===== src/rtl/aes_rd_writeback.sv =====
// Pops rd packets from the ID->AES FIFO, pairs each with its AES result and
// issues the pair on a valid/ready write-back port. Optional AES_WB_STATS_EN.
package pkg;
  typedef struct packed {
    logic [4:0] rd;
    logic [2:0] op;
    logic [7:0] tag;
  } id_rd_packet_t;
endpackage

module aes_rd_writeback
  import pkg::*;
#(
  parameter int unsigned TIMEOUT_CYCLES = 64,
  parameter int unsigned STAT_WIDTH     = 16
) (
  input  logic                  clk_i,
  input  logic                  rst_ni,
  input  logic                  flush_i,
  input  logic                  fifo_empty_i,
  input  id_rd_packet_t         fifo_data_i,
  output logic                  fifo_pop_o,
  input  logic                  res_valid_i,
  output logic                  res_ready_o,
  input  logic [31:0]           res_data_i,
  output logic                  wb_valid_o,
  input  logic                  wb_ready_i,
  output id_rd_packet_t         wb_packet_o,
  output logic [31:0]           wb_data_o,
  output logic                  busy_o,
  output logic                  err_o,
  output logic [STAT_WIDTH-1:0] wb_count_o
);

  localparam int unsigned TW =
    (TIMEOUT_CYCLES == 0) ? 1 : $clog2(TIMEOUT_CYCLES + 1);
  localparam bit TMO_EN = (TIMEOUT_CYCLES != 0);
  localparam logic [TW-1:0] TMO_LAST =
    TW'((TIMEOUT_CYCLES == 0) ? 0 : TIMEOUT_CYCLES - 1);
  localparam logic [TW-1:0] TMR_MAX = '1;

  typedef enum logic [1:0] {
    IDLE,
    WAIT_RES,
    OUT
  } state_e;

  state_e        state_q, state_d;
  id_rd_packet_t pkt_q, pkt_d;
  logic [31:0]   res_q, res_d;
  logic [TW-1:0] tmr_q, tmr_d;
  logic          err_q, err_d;
  logic          tmo_hit;

  assign tmo_hit = TMO_EN && (tmr_q == TMO_LAST);

  always_ff @(posedge clk_i or negedge rst_ni) begin
    if (!rst_ni) begin
      state_q <= IDLE;
      pkt_q   <= '0;
      res_q   <= '0;
      tmr_q   <= '0;
      err_q   <= 1'b0;
    end else begin
      state_q <= state_d;
      pkt_q   <= pkt_d;
      res_q   <= res_d;
      tmr_q   <= tmr_d;
      err_q   <= err_d;
    end
  end

  always_comb begin
    state_d     = state_q;
    pkt_d       = pkt_q;
    res_d       = res_q;
    tmr_d       = tmr_q;
    err_d       = err_q;
    fifo_pop_o  = 1'b0;
    res_ready_o = 1'b0;
    wb_valid_o  = 1'b0;
    unique case (state_q)
      IDLE: begin
        fifo_pop_o = ~fifo_empty_i & ~flush_i;
        if (fifo_pop_o) begin
          pkt_d   = fifo_data_i;
          tmr_d   = '0;
          state_d = WAIT_RES;
        end
      end
      WAIT_RES: begin
        res_ready_o = ~flush_i;
        if (res_valid_i & res_ready_o) begin
          res_d   = res_data_i;
          state_d = OUT;
        end else begin
          if (tmo_hit) err_d = 1'b1;
          if (tmr_q != TMR_MAX) tmr_d = tmr_q + 1'b1;
        end
      end
      OUT: begin
        wb_valid_o = 1'b1;
        if (wb_ready_i) begin
          // back-to-back: refill from the FIFO on the retiring edge
          if (~fifo_empty_i & ~flush_i) begin
            fifo_pop_o = 1'b1;
            pkt_d      = fifo_data_i;
            tmr_d      = '0;
            state_d    = WAIT_RES;
          end else begin
            state_d = IDLE;
          end
        end
      end
      default: state_d = IDLE;
    endcase
    if (flush_i) begin
      state_d = IDLE;
      err_d   = 1'b0;
      tmr_d   = '0;
    end
  end

  assign wb_packet_o = pkt_q;
  assign wb_data_o   = res_q;
  assign busy_o      = (state_q != IDLE);
  assign err_o       = err_q;

`ifdef AES_WB_STATS_EN
  logic [STAT_WIDTH-1:0] cnt_q;

  always_ff @(posedge clk_i or negedge rst_ni) begin
    if (!rst_ni) begin
      cnt_q <= '0;
    end else if (wb_valid_o & wb_ready_i & ~(&cnt_q)) begin
      cnt_q <= cnt_q + 1'b1;
    end
  end

  assign wb_count_o = cnt_q;
`else
  assign wb_count_o = '0;
`endif

endmodule


===== config.mk =====
export PLATFORM = sky130hd
export DESIGN_NAME = aes_rd_writeback
export DESIGN_NICKNAME = d
export VERILOG_FILES = /design/src/rtl/aes_rd_writeback.sv
export SDC_FILE = /design/constraint.sdc
export NUM_CORES = 1
export LEC_CHECK = 0
export ABC_AREA = 1
export BUFFER_PORTS_ARGS = -buffer_cell sky130_fd_sc_hd__buf_4
export CAP_MARGIN = 30
export CORE_MARGIN = 4
export CORE_UTILIZATION = 52
export CTS_BUF_LIST = sky130_fd_sc_hd__clkbuf_2 sky130_fd_sc_hd__clkbuf_4 sky130_fd_sc_hd__clkbuf_8
export DETAILED_ROUTE_END_ITERATION = 7
export PLACE_DENSITY = 0.89
export SYNTH_ARGS = -nofsm -noshare
export SYNTH_HDL_FRONTEND = slang
export SYNTH_SLANG_ARGS = --single-unit

===== constraint.sdc =====
create_clock -name clk_i -period 3.75 [get_ports clk_i]
set_input_delay 0.9375 -clock clk_i [delete_from_list [all_inputs] [get_ports clk_i]]
set_output_delay 0.9375 -clock clk_i [all_outputs]
set_load 0.005 [all_outputs]

Yosys cells after proc, flatten, opt, wreduce, memory -nomap -nowiden
Index checks and enable logic that the tools add are counted.
{ "totals": {"in_bits": 54, "wordCells": 58, "ff_bits": 58, "out_inout_bits": 69} }
{ "op_classes": {"n_addsub": 1, "n_reduce_logical": 11, "muxes": 24, "eq_ne": 11, "n_bitwise": 4} }
{ "op_table": {"columns": ["cell", "count"], "rows": [
  ["7-bit two-way mux", 5],
  ["16-bit two-way mux", 2],
  ["16-bit case mux with 2 select lines", 1],
  ["7-bit case mux with 3 select lines", 1],
  ["3-bit inequality test, second input constant", 5],
  ["1-bit two-way mux", 9],
  ["2-bit two-way mux", 4],
  ["2-bit nonzero test", 4],
  ["7-bit by 1-bit adder with 7-bit output, second input constant", 1],
  ["7-bit by 6-bit == test with 1-bit output, second input constant", 1],
  ["7-bit inequality test, second input constant", 1],
  ["2-bit case mux with 3 select lines", 1],
  ["3-bit AND reduction", 2],
  ["2-bit inequality test, second input constant", 2],
  ["2-bit AND reduction", 2],
  ["4-bit AND reduction", 1],
  ["4-bit nonzero test", 1],
  ["1-bit AND", 2],
  ["2-bit by 1-bit == test with 1-bit output, second input constant", 1],
  ["2-bit == test, second input constant", 1],
  ["2-bit zero test", 1],
  ["1-bit NOT", 2],
  ["1-bit case mux with 2 select lines", 1]
]} }

Depth between registers and ports, before layout
Gate-level depths: netlist of run 1.
{ "depth": {"word_depth": 6, "mapped_depth": 10, "depth_no_buf": 9} }

Worst setup path before layout of run 1
Ideal clock, no wire load.
{ "synth_path": {"kind": "input to output", "startpoint": "input port flush_i", "endpoint": "output port fifo_pop_o", "n_path_buf": 1, "required_ns": 2.812, "cell_stages": 4, "t_arrival_ns": 1.416, "path_slack_ns": 1.397, "cell_sequence": "nor2_1 > nand2_1 > inv_2 > buf_2"} }
{ "synth_between": {"elab_chain_cells": 5} }
{ "synth_rtl": {"columns": ["element", "line_no", "source"], "rows": [
  ["start, declared", "19", "input logic flush_i,"],
  ["1-bit NOT (*)", "84, 105", null],
  ["1-bit AND (*)", "84, 105", null],
  ["1-bit two-way mux", "105", "if (~fifo_empty_i & ~flush_i) begin"],
  ["1-bit two-way mux", "103", "if (wb_ready_i) begin"],
  ["1-bit case mux with 2 select lines (*)", "82", "unique case (state_q)"],
  ["end, declared", "22", "output logic fifo_pop_o,"]
]} }
Mark *: on every way between the ends. The rest lies on a longest branch, timed or not.

Worst setup path after layout of run 1
{ "layout_path": {"startpoint": "register state_q[0]", "endpoint": "output port fifo_pop_o"} }
{ "layout_between": {"elab_chain_cells": 2, "word_cells_on_any_way": 3, "cone_classes": "eq/ne: 1; mux: 1; reduce/logical: 1"} }
{ "layout_rtl": {"columns": ["element", "line_no", "source"], "rows": [
  ["start, declared", "48", "state_e state_q, state_d;"],
  ["start signal, assigned", "65", "state_q <= state_d;"],
  ["2-bit == test or 2-bit zero test (tied branches)", "82", null],
  ["1-bit case mux with 2 select lines (*)", "82", null]
]} }
Marked as above.

==> impl_summary.txt, run 1 <==
----------------------------------------------------
[Status]
  Outcome ... finished clean

[Timing]
  Max-slew violation count ... 0
  Worst clock skew on the final layout ... ~0.012 ns
  Post-layout minimum cycle time ... about 2.7 ns
  Final setup violation count ... 0
  Final period utilization ... 0.7147
  Transition at the pin with the smallest max-transition slack ... about 0.71 ns
  Number of failing hold endpoints at the final stage ... 0
  Tightest hold margin ... between 0.4 and 0.5 ns
  Setup repair after global routing missed its margin ... no
  Slew Limit Headroom ... 0.5239
  Setup TNS ... 0 ns
  Highest clock rate ... 373.1 MHz

[Clocking]
  Clock-pin slew of the registers on the worst-case setup and hold paths ... 0.06 ns
  H-tree depth ... 3
  Number of buffers added to fix hold violations after cts ... 0
  Later-pin clock latency in the skew report ... approximately 0.33 ns
  Cts repair resizes ... 0
  Root Buffer ... clkbuf_8
  Buffer levels on the longest clock path ... 2
  Number of buffers inserted during clock tree synthesis ... 9
  Number of buffers inserted to repair setup after CTS ... 0
  CTS tree ... done
  Number of clock sinks ... 58

[Setup path]
  Crit-path most repeated cell ... nand2_1
  Critical path start-end classification ... reg -> out
  Buffers & Inverters on Critical Path ... 3
  Critical path launch point type ... register
  Maximum fanout encountered on the critical timing path ... 18
  Arr. time, crit path ... roughly 1.7 ns
  Top cell family by delay on the critical path ... buffers and inverters
  Critical Path Slowest Stage Cell ... dfrtp_1
  Data required time at the worst endpoint ... ~2.8 ns
  Ordered list of cells on the worst path ... inv_1, ha_1, nand2_1, nand2_1, nand2_1, inv_2, buf_4
  Crit. End Element ... output pin
  Setup slack of the most critical reg-to-reg path ... ~1.8 ns
  Longest individual stage delay on the worst path ... around 0.42 ns

[Global route]
  Wire length of the first global-routing pass ... roughly 10000 um
  Pin count of the biggest net entering global routing ... 59
  Global route overflow ... 0
  Number of antenna violations at the first check in global routing ... 0
  Global routing usage summed across all routing layers ... 0.2130
  Via count of the first global-routing pass ... about 2400

[Floorplan]
  Die boundary width ... about 79 um
  Number of primary I/O pins ... roughly 120
  Starting Density ... 0.5460
  Number of rows in the core area ... 25
  Overall die height ... around 80 um
  Floorplan die area ... between 0.006 and 0.007 mm2
  Core ar. ... roughly 0.0048 mm2

[Routing]
  Starting DRC count in detailed routing ... between 100 and 150
  Routed wire length per instance ... 12.81 um
  Total Routed Length ... approximately 6300 um
  Vias per Instance ... between 4 and 5
  Total number of vias ... between 2000 and 2500
  Drc violations ... 0
  DRT antenna net count ... 0
  1st-pass router iterations ... 4

[Power]
  Standby leakage power ... 2.025 nW
  Combinational share of power ... 0.392
  Switching Power ... 0.0008681 W
  Sequential power share ... 0.418
  Clock group share of total power ... 0.190
  Power Internal ... 0.001649 W
  Worst vdd ir ... 383.2 uV
  Total power ... roughly 0.0025 W
  Power per standard cell area ... approximately 710 mW/mm2
  Proportion of total power due to net switching ... 0.3448

[Yosys]
  Compound-gate portion of the synthesized area ... 0.01903
  Count of state elements after synthesis ... 58
  Syn Inst Count ... around 320
  Combinational family with the most area after synthesis ... simple AND/OR/NAND/NOR gates
  Adder-cell share of the synthesized area ... 0.02854
  Sequential element share of the synthesized area ... 0.5519
  Xor and xnor area share after synthesis ... 0
  Mux cell area share after synthesis ... 0
  Total number of yosys warnings ... 0
  Basic-gate share of the synthesized area counting and, or, nand and nor cells ... 0.3168
  Cell area after synthesis ... about 0.0026 mm2
  Synth Area per Inst ... between 8 and 9 um2
  Unique masters post-synth ... 18

[Run]
  Number of max-cap violations ... 0

[Placement]
  Cell Area, Placed ... between 0.003 and 0.004 mm2
  GPL Wtd Cong ... around 0.77
  Buffers added on ports ... about 110
  Placed wire-length estimate ... about 4700 um
  Total instance count after detailed placement ... between 400 and 500

[Cells and area]
  Layout Cell Area excl Fill ... roughly 0.0036 mm2
  Final net count ... slightly below 500
  Top library cells by usage in the layout, fill and taps aside ... 157 x nand2_1, 106 x buf_4, 58 x dfrtp_1, 25 x nand3_1, 16 x conb_1
  Area used by sequential logic in the layout ... ~0.0015 mm2
  Number of fill cells ... around 400
  Area occupied by multi-input gates ... roughly 0.0010 mm2
  Most common cell after layout, fill and taps aside ... nand2_1
  Filler-free cell count of the finished design ... between 400 and 500
  Area growth syn-to-layout ... 35.49%
  Layout cells sized above 1 ... 0.3115
  Diodes inserted ... 0

[Min path]
  Type of the most critical hold path ... reg -> reg

----------------------------------------------------
## flip-flops by register name (all words and copies together) (netlist names)
register,count
err_o,1
tmr_q,7
wb_packet_o,16
state_q,2
wb_data_o,32
## area by class of cell
type / count / area share
inverters: 13 / 0.01369
repair buffers: 106 / 0.2233
flip-flops and latches: 58 / 0.4073
multi-input cells: 234 / 0.2858
clock inverters: 6 / 0.009480
clock buffers: 10 / 0.03687
well taps: 67 / 0.02353
## metrics by stage
stage,utilization,setup WS (ns)
CTS,0.7397,1.046
global placement,0.7055,1.130
finish,0.7397,1.070
global route,0.7397,0.9045
floorplan,-,1.397
detailed placement,0.7055,1.120
## path summary, 6_finish.rpt
check,startpoint,to,cells past startpoint
worst max-delay path,state_q[0],fifo_pop_o,7
worst min-delay path,wb_packet_o[7],wb_packet_o[7],2
worst max register to register,state_q[0],wb_packet_o[8],7
worst min register to register,wb_packet_o[7],wb_packet_o[7],2
max in group asynchronous,rst_ni,wb_packet_o[7],1
min in group asynchronous,rst_ni,wb_data_o[15],1
## worst register-to-register path, stage by stage, from the launching register on
cell and delay, ns:
dfrtp_1 0.42, inv_1 0.12, ha_1 0.26, nand2_1 0.09, nand2_1 0.43, nand2_2 0.32
nand2_1 0.13, nand2_1 0.06
## power by group through the flow
stage / logic (W) / registers (W) / clock network, W
6_report: 0.000986 / 0.00105 / 0.000480
5_1_grt: 0.00110 / 0.00109 / 0.000524
4_1_cts: 0.00100 / 0.00105 / 0.000493
3_5_place_dp: 0.00100 / 0.00106 / 0
3_3_place_gp: 0.000962 / 0.00105 / 0
2_1_floorplan: 0.000417 / 0.00107 / 0
## per-layer routing
layer	share of wire	track usage	vias to the layer above
met3	0.070	0.04308	21
met4	0.038	0.1186	0
met1	0.39	0.2432	1088
met5	0	0	-
li1	-	-	1156
met2	0.50	0.3712	94
## Yosys cell counts (all sizes together)
cell	number	area share
nand2	160	0.23
dfrtp	58	0.55
ha	6	0.029
inv	13	0.019
conb	1	0.0014
buf	25	0.064
nand3	26	0.054
nand3b	2	0.0057
o21ai	8	0.015
a21oi	2	0.0038
nor2	14	0.024
## cells by family after synthesis
| group | Yosys count |
|---|---|
| other | 1 |
| buffers and inverters | 38 |
| and+or+nand+nor | 202 |
| DFF | 58 |
| adders and majority gates | 6 |
| AOI/OAI and AO/OA | 10 |
Note: power is estimated with default switching activity, not from simulation.
==> run 2: changes to the inputs <==
--- a/config.mk
+++ b/config.mk
@@ -5,14 +5,14 @@
 export SDC_FILE = /design/constraint.sdc
 export NUM_CORES = 1
 export LEC_CHECK = 0
-export ABC_AREA = 1
+export ABC_AREA = 0
 export BUFFER_PORTS_ARGS = -buffer_cell sky130_fd_sc_hd__buf_4
 export CAP_MARGIN = 30
 export CORE_MARGIN = 4
-export CORE_UTILIZATION = 52
+export CORE_UTILIZATION = 48
 export CTS_BUF_LIST = sky130_fd_sc_hd__clkbuf_2 sky130_fd_sc_hd__clkbuf_4 sky130_fd_sc_hd__clkbuf_8
 export DETAILED_ROUTE_END_ITERATION = 7
-export PLACE_DENSITY = 0.89
+export PLACE_DENSITY = 0.83
 export SYNTH_ARGS = -nofsm -noshare
 export SYNTH_HDL_FRONTEND = slang
 export SYNTH_SLANG_ARGS = --single-unit
==> constraint.sdc (replaced) <==
create_clock -name clk_i -period 2.5 [get_ports clk_i]
set_input_delay 0.625 -clock clk_i [delete_from_list [all_inputs] [get_ports clk_i]]
set_output_delay 0.625 -clock clk_i [all_outputs]
set_load 0.005 [all_outputs]
==> run 2 against run 1 <==
- total power up 58%
- global-route usage fell by 3.7 points
- synthesized cell count decreased by 37%
- hold slack worse by 0.12 ns
- critical path type unchanged
- critical endpoint is now res_ready_o
- largest power group unchanged
==> impl_summary.txt, run 2 <==
----------------------------------------------------
[Status]
  Outcome ... finished clean

[Clocking]
  Cts repair resizes ... 0 (unchanged)
  Number of clock sinks ... 58 (unchanged)
  Clock-pin slew of the registers on the worst-case setup and hold paths ... 0.06 ns (about the same)
  CTS tree ... done
  Number of buffers added to fix hold violations after cts ... 0 (unchanged)
  Later-pin clock latency in the skew report ... 0.32 ns (about the same)
  H-tree depth ... 3 (unchanged)
  Root Buffer ... clkbuf_8
  Buffer levels on the longest clock path ... 2 (unchanged)
  Number of buffers inserted to repair setup after CTS ... 0 (unchanged)
  Number of buffers inserted during clock tree synthesis ... 9 (unchanged)

[Timing]
  Max-slew violation count ... 0 (unchanged)
  Worst clock skew on the final layout ... 0.006233 ns (-0.005358 ns)
  Post-layout minimum cycle time ... 2.268 ns
  Transition at the pin with the smallest max-transition slack ... 0.7127 ns (-0.001397 ns)
  Tightest hold margin ... 0.3553 ns (-0.1152 ns)
  Highest clock rate ... about 440 MHz
  Slew Limit Headroom ... 0.5248 (+0.0009310)
  Setup TNS ... 0 ns (unchanged)
  Setup repair after global routing missed its margin ... no
  Number of failing hold endpoints at the final stage ... 0 (unchanged)
  Final setup violation count ... 0 (unchanged)
  Final period utilization ... 0.9073

[Floorplan]
  Floorplan die area ... 0.006690 mm2 (+6.9%)
  Overall die height ... 81.79 um (+3.4%)
  Core ar. ... 0.005205 mm2 (+8.1%)
  Number of primary I/O pins ... 123 (unchanged)
  Starting Density ... 0.5022 (-0.04381)
  Die boundary width ... 81.79 um (+3.4%)
  Number of rows in the core area ... 26 (+4.0%)

[Setup path]
  Buffers & Inverters on Critical Path ... 2 (-1)
  Critical path launch point type ... register
  Crit. End Element ... output pin
  Top cell family by delay on the critical path ... flip-flops
  Arr. time, crit path ... 1.64 ns (-0.10 ns)
  Maximum fanout encountered on the critical timing path ... 8 (-10)
  Critical Path Slowest Stage Cell ... dfrtp_1
  Ordered list of cells on the worst path ... inv_1, ha_1, nor2b_2, buf_4
  Longest individual stage delay on the worst path ... 0.40 ns (-0.02 ns)
  Data required time at the worst endpoint ... 1.88 ns (-0.93 ns)
  Critical path start-end classification ... reg -> out

[Yosys]
  Cell area after synthesis ... 0.002614 mm2 (-0.62%)
  Unique masters post-synth ... 37 (+19)
  Flip-flop cell with the highest count after synthesis ... dfrtp_1
  Basic-gate share of the synthesized area counting and, or, nand and nor cells ... 0.08138 (-0.2355)
  Total number of yosys warnings ... 0 (unchanged)
  Compound-gate portion of the synthesized area ... 0.04643 (+0.02740)
  Xor and xnor area share after synthesis ... 0 (unchanged)
  Share of synthesized registers carrying an async set or reset ... 1.000 (unchanged)
  Adder-cell share of the synthesized area ... 0.02872 (+0.0001776)
  Synth Area per Inst ... 13.27 um2 (+59%)
  Leading post-synthesis cells by instance count ... 58 x dfrtp_1, 38 x mux2_2, 16 x buf_4
  Syn Inst Count ... 197 (-37%)
  Combinational family with the most area after synthesis ... multiplexers
  Number of enable-type register cells in the synthesized netlist ... 0 (unchanged)
  Count of state elements after synthesis ... 58 (unchanged)
  Mux cell area share after synthesis ... 0.2154 (+0.2154)
  Sequential element share of the synthesized area ... 0.5553 (+0.003434)
  Dominant cells by area after synthesis ... dfrtp_1 56%, mux2_2 16%, buf_4 4.6%, mux2_1 4.3%, ha_1 2.9%
  Leading cell type by number of instances after synthesis ... dfrtp_1
  Area leader, netlist ... dfrtp_1
  Area share of the largest cell type after synthesis ... 0.5553 (+0.003434)

[Cells and area]
  Final Util ... 0.6933 (-0.04647)
  Top library cells by usage in the layout, fill and taps aside ... 108 x buf_4, 58 x dfrtp_1, 38 x mux2_2, 16 x conb_1, 12 x clkbuf_8
  Layout cells sized above 1 ... 0.5353 (+0.2238)
  Final net count ... 368 (-24%)
  Most common cell after layout, fill and taps aside ... buf_4
  Max FFs per register ... 32 (unchanged)
  Diodes inserted ... 0 (unchanged)
  Area growth syn-to-layout ... 38.06%

[Min path]
  Type of the most critical hold path ... in -> async

[Power]
  Power Internal ... 0.002866 W (+74%)
  Power per standard cell area ... 1104 mW/mm2 (+56%)
  Switching Power ... 0.001117 W (+29%)
  Proportion of total power due to net switching ... 0.2804 (-0.06445)
  Sequential power share ... 0.394 (-0.024)
  Clock group share of total power ... 0.221 (+0.031)
  Combinational share of power ... 0.385 (-0.007)
  Standby leakage power ... 1.773 nW (-12%)
  Worst vdd ir ... 752.8 uV (+96%)

[Routing]
  Drc violations ... 0 (unchanged)
  Total Routed Length ... 5598 um (-12%)
  Routed wire length per instance ... 14.65 um (+14%)
  Starting DRC count in detailed routing ... 82 (-27%)
  Vias per Instance ... 4.995 (+4.6%)
  1st-pass router iterations ... 4 (unchanged)
  DRT antenna net count ... 0 (unchanged)
  Total number of vias ... 1908 (-19%)

[Global route]
  Global route overflow ... 0 (unchanged)
  Wire length of the first global-routing pass ... 8852 um (-15%)
  Global routing usage summed across all routing layers ... 0.1762 (-0.03683)
  Via count of the first global-routing pass ... 1980 (-16%)
  Pin count of the biggest net entering global routing ... 59 (unchanged)
  Number of antenna violations at the first check in global routing ... 0 (unchanged)

[Placement]
  Buffers added on ports ... 106 (unchanged)
  Placed wire-length estimate ... 4200 um (-10%)
  GPL Wtd Cong ... 0.7757 (+1.0%)

[Run]
  Number of max-cap violations ... 0 (unchanged)

----------------------------------------------------
## run 2: changes by cell type after synthesis, moves of 8 or more
| cell | before | now |
|---|---|---|
| nand3_1 | 25 | 6 |
| mux2_2 | 0 | 38 |
| nand2_1 | 157 | 9 |
| mux2_1 | 0 | 10 |
| nor2_1 | 12 | 4 |
| o21ai_1 | 8 | 0 |
## run 2: worst paths after layout
path	from	end	slack [ns]	cells past startpoint
hold reg to reg	wb_packet_o[6]	wb_packet_o[6]	0.49	1
hold / removal	rst_ni	wb_data_o[16]	0.36	1
min in group clk_i	wb_packet_o[6]	wb_packet_o[6]	0.49	1
setup reg to reg	state_q[1]	tmr_q[3]	0.44	6
setup / recovery	state_q[1]	res_ready_o	0.23	4
max in group asynchronous	rst_ni	tmr_q[6]	1.67	1
## run 2: cell type report
type                       count  area (um2)
timing repair buffer         108       810.8
fill                         393        1597
inverter                       5       18.77
clock buffer                  13       172.7
clock inverter                 2       35.03
tap                           70       87.58
multi-input combinational    126        1032
sequential                    58        1451
## run 2: cell families after synthesis
| logic type | after synthesis |
|---|---|
| fa+ha+maj | 6 |
| flops | 58 |
| compound gates | 17 |
| simple gates | 38 |
| other cells | 1 |
| buf+inv | 28 |
| mux | 49 |
## run 2: power by group through the flow
stage / clock network (W) / logic, W / registers [W]
2_1_floorplan: 0 / 0.000694 / 0.00160
3_3_place_gp: 0 / 0.00152 / 0.00156
3_5_place_dp: 0 / 0.00156 / 0.00159
4_1_cts: 0.000908 / 0.00156 / 0.00158
5_1_grt: 0.000949 / 0.00169 / 0.00162
6_report: 0.000880 / 0.00153 / 0.00157
## run 2: routing by layer
metal,share of wire,GRT usage,up-vias
met5,0,0,-
met4,0.016,0.08970,0
met3,0.13,0.08443,8
met2,0.47,0.2835,97
met1,0.38,0.1932,916
li1,-,-,887
## run 2: per-stage QoR
| step | cells | total power, W | setup slack (ns) | instance area (um2) |
|---|---|---|---|---|
| 3_3_place_gp | 367 | 0.003078 | 0.5128 | 3401 |
| 5_1_grt | 382 | 0.004261 | 0.07932 | 3608 |
| 6_report | 382 | 0.003983 | 0.2317 | 3608 |
| 3_5_place_dp | 367 | 0.003148 | 0.4479 | 3401 |
| 4_1_cts | 382 | 0.004049 | 0.2030 | 3608 |
| 2_1_floorplan | 212 | 0.002293 | 0.5646 | 2670 |
==> run 3: changes to the inputs <==
--- a/config.mk
+++ b/config.mk
@@ -12,7 +12,7 @@
 export CORE_UTILIZATION = 48
 export CTS_BUF_LIST = sky130_fd_sc_hd__clkbuf_2 sky130_fd_sc_hd__clkbuf_4 sky130_fd_sc_hd__clkbuf_8
 export DETAILED_ROUTE_END_ITERATION = 7
-export PLACE_DENSITY = 0.83
+export PLACE_DENSITY = 0.82
 export SYNTH_ARGS = -nofsm -noshare
 export SYNTH_HDL_FRONTEND = slang
 export SYNTH_SLANG_ARGS = --single-unit
==> run 3 against run 2 <==
- count of clock-buffer cells in the layout decreased by 1
- setup slack got worse by 0.016 ns
- hold slack got worse by 0.010 ns
- critical path depth unchanged
- die area unchanged
- utilization increased by 0.58 points
- register-to-register slack about the same
- clock power increased by 14%
- sequential power about the same
- global-route usage increased by 0.26 points
- fmax decreased by 0.71%
==> impl_summary.txt, run 3 (synthesis results as in run 2) <==
----------------------------------------------------
[Status]
  Outcome ... finished clean

[Clocking]
  Cts repair resizes ... 0 (unchanged)
  Number of clock sinks ... 58 (unchanged)
  H-tree depth ... 3 (unchanged)
  Root Buffer ... clkbuf_8
  Number of buffers inserted to repair setup after CTS ... 0 (unchanged)
  Later-pin clock latency in the skew report ... 0.32 ns (about the same)
  Number of buffers added to fix hold violations after cts ... 0 (unchanged)
  Clock-pin slew of the registers on the worst-case setup and hold paths ... 0.07 ns (about the same)
  Buffer levels on the longest clock path ... 2 (unchanged)
  CTS tree ... done
  Number of buffers inserted during clock tree synthesis ... 9 (unchanged)

[Timing]
  Highest clock rate ... 437.7 MHz (-0.71%)
  Max-slew violation count ... 0 (unchanged)
  Final setup violation count ... 0 (unchanged)
  Worst clock skew on the final layout ... 0.004995 ns (-0.001238 ns)
  Setup TNS ... 0 ns (unchanged)
  Slew Limit Headroom ... 0.5237 (-0.001108)
  Final period utilization ... 0.9138 (+0.006461)
  Post-layout minimum cycle time ... 2.284 ns (+0.01615 ns)
  Setup repair after global routing missed its margin ... no
  Transition at the pin with the smallest max-transition slack ... 0.7144 ns (+0.001662 ns)
  Number of failing hold endpoints at the final stage ... 0 (unchanged)

[Setup path]
  Beginning of the critical path ... state_q[1]
  Arr. time, crit path ... 1.66 ns (+0.02 ns)
  Critical path launch point type ... register
  Data required time at the worst endpoint ... 1.88 ns (about the same)
  Longest individual stage delay on the worst path ... 0.41 ns (about the same)
  Critical path start-end classification ... reg -> out
  Crit. End Element ... output pin
  Critical Path Slowest Stage Cell ... dfrtp_1
  Ordered list of cells on the worst path ... inv_1, ha_1, nor2b_2, buf_4
  Launch point of the worst reg-to-reg path ... state_q[1]
  Cell count of the worst reg-to-reg path ... 6 (unchanged)
  Maximum fanout encountered on the critical timing path ... 8 (unchanged)

[Floorplan]
  Die boundary width ... 81.79 um (unchanged)
  Overall die height ... 81.79 um (unchanged)
  Core ar. ... 0.005205 mm2 (unchanged)
  Floorplan die area ... 0.006690 mm2 (unchanged)
  Starting Density ... 0.5022 (unchanged)
  Number of primary I/O pins ... 123 (unchanged)
  Number of rows in the core area ... 26 (unchanged)

[Cells and area]
  Max FFs per register ... 32 (unchanged)
  Area growth syn-to-layout ... 39.21%
  Top library cells by usage in the layout, fill and taps aside ... 108 x buf_4, 58 x dfrtp_1, 38 x mux2_2, 16 x conb_1, 12 x clkbuf_8
  Final net count ... 368 (unchanged)
  Layout cells sized above 1 ... 0.5367 (+0.001485)
  Layout Cell Area excl Fill ... 0.003638 mm2 (+0.83%)
  Most common cell after layout, fill and taps aside ... buf_4
  Number of fill cells ... 400 (+1.8%)
  Diodes inserted ... 0 (unchanged)

[Routing]
  Drc violations ... 0 (unchanged)
  1st-pass router iterations ... 4 (unchanged)
  Total number of vias ... 1900 (-0.42%)
  Starting DRC count in detailed routing ... 93 (+13%)
  Vias per Instance ... 4.961 (-0.68%)
  Total Routed Length ... 5756 um (+2.8%)
  DRT antenna net count ... 0 (unchanged)
  Routed wire length per instance ... 15.03 um (+2.6%)

[Power]
  Power per standard cell area ... 1131 mW/mm2 (+2.5%)
  Clock group share of total power ... 0.244 (+0.023)
  Standby leakage power ... 1.783 nW (+0.55%)
  Power Internal ... 0.002962 W (+3.3%)
  Combinational share of power ... 0.375 (-0.010)
  Switching Power ... 0.001153 W (+3.3%)
  Proportion of total power due to net switching ... 0.2803 (about the same)
  Worst vdd ir ... 789.3 uV (+4.8%)
  Sequential power share ... 0.381 (-0.013)

[Global route]
  Global route overflow ... 0 (unchanged)
  Global routing usage summed across all routing layers ... 0.1787 (+0.002562)
  Wire length of the first global-routing pass ... 8949 um (+1.1%)
  Via count of the first global-routing pass ... 1932 (-2.4%)
  Number of antenna violations at the first check in global routing ... 0 (unchanged)
  Pin count of the biggest net entering global routing ... 59 (unchanged)

[Min path]
  Type of the most critical hold path ... in -> async

[Placement]
  Buffers added on ports ... 106 (unchanged)
  GPL Wtd Cong ... 0.8666 (+12%)
  Placed wire-length estimate ... 4326 um (+3.0%)
  Cell Area, Placed ... 0.003401 mm2 (unchanged)

[Run]
  Number of max-cap violations ... 0 (unchanged)

----------------------------------------------------
[run 3: cell count changes in the layout (fill, tap and decap cells not counted), sizes merged]
cell      previous run  this run
clkinvlp             0         1
clkbuf              13        12
bufinv               1         2
[run 3: power groups by stage]
stage	sequential [W]	combinational [W]	clock [W]
6_report	0.00157	0.00154	0.00100
5_1_grt	0.00162	0.00171	0.00108
4_1_cts	0.00157	0.00158	0.00103
3_5_place_dp	0.00158	0.00157	0
3_3_place_gp	0.00156	0.00152	0
2_1_floorplan	0.00160	0.000694	0
[run 3: path summary, 6_finish.rpt]
kind / end / slack [ns]
setup / recovery: res_ready_o / 0.22
hold / removal: wb_data_o[20] / 0.34
setup reg to reg: tmr_q[5] / 0.43
hold reg to reg: wb_packet_o[9] / 0.49
max in group asynchronous: wb_packet_o[7] / 1.67
min in group clk_i: wb_packet_o[9] / 0.49
[run 3: area by class of cell]
class	count	area (um2)	area share
sequential	58	1451	0.3989
clock inverter	4	72.57	0.01994
tap	70	87.58	0.02407
clock buffer	12	165.2	0.04539
multi-input combinational	126	1032	0.2837
timing repair buffer	108	810.8	0.2228
inverter	5	18.77	0.005158
[run 3: worst max-delay path, delay by kind of cell, from the launching register on]
kind	cells	cell delay, ns
flip-flops	1	0.41
AND/OR/NAND/NOR	1	0.31
adder cells (fa/ha/maj)	1	0.35
buffers and inverters	2	0.27
[run 3: metal layers]
metal  wire length (um)  vias to the layer above  share of wire  global-route usage
li1                   -                      891              -                   -
met1               2131                      920           0.37              0.1954
met2               2907                       83           0.51              0.2956
met3                648                        6           0.11             0.08333
met4                 68                        0          0.012             0.07973
met5                  0                        -              0                   0
[run 3: per-stage QoR]
step / utilization / hold WS, ns / worst slack [ns] / total power (W) / cells
2_1_floorplan: - / 0.3294 / 0.5646 / 0.002293 / 212
3_3_place_gp: 0.6534 / 0.4702 / 0.5168 / 0.003074 / 367
3_5_place_dp: 0.6534 / 0.4790 / 0.4456 / 0.003154 / 367
4_1_cts: 0.6990 / 0.3799 / 0.2008 / 0.004177 / 383
5_1_grt: 0.6990 / 0.3969 / 0.09397 / 0.004400 / 383
6_report: 0.6990 / 0.3448 / 0.2156 / 0.004115 / 383
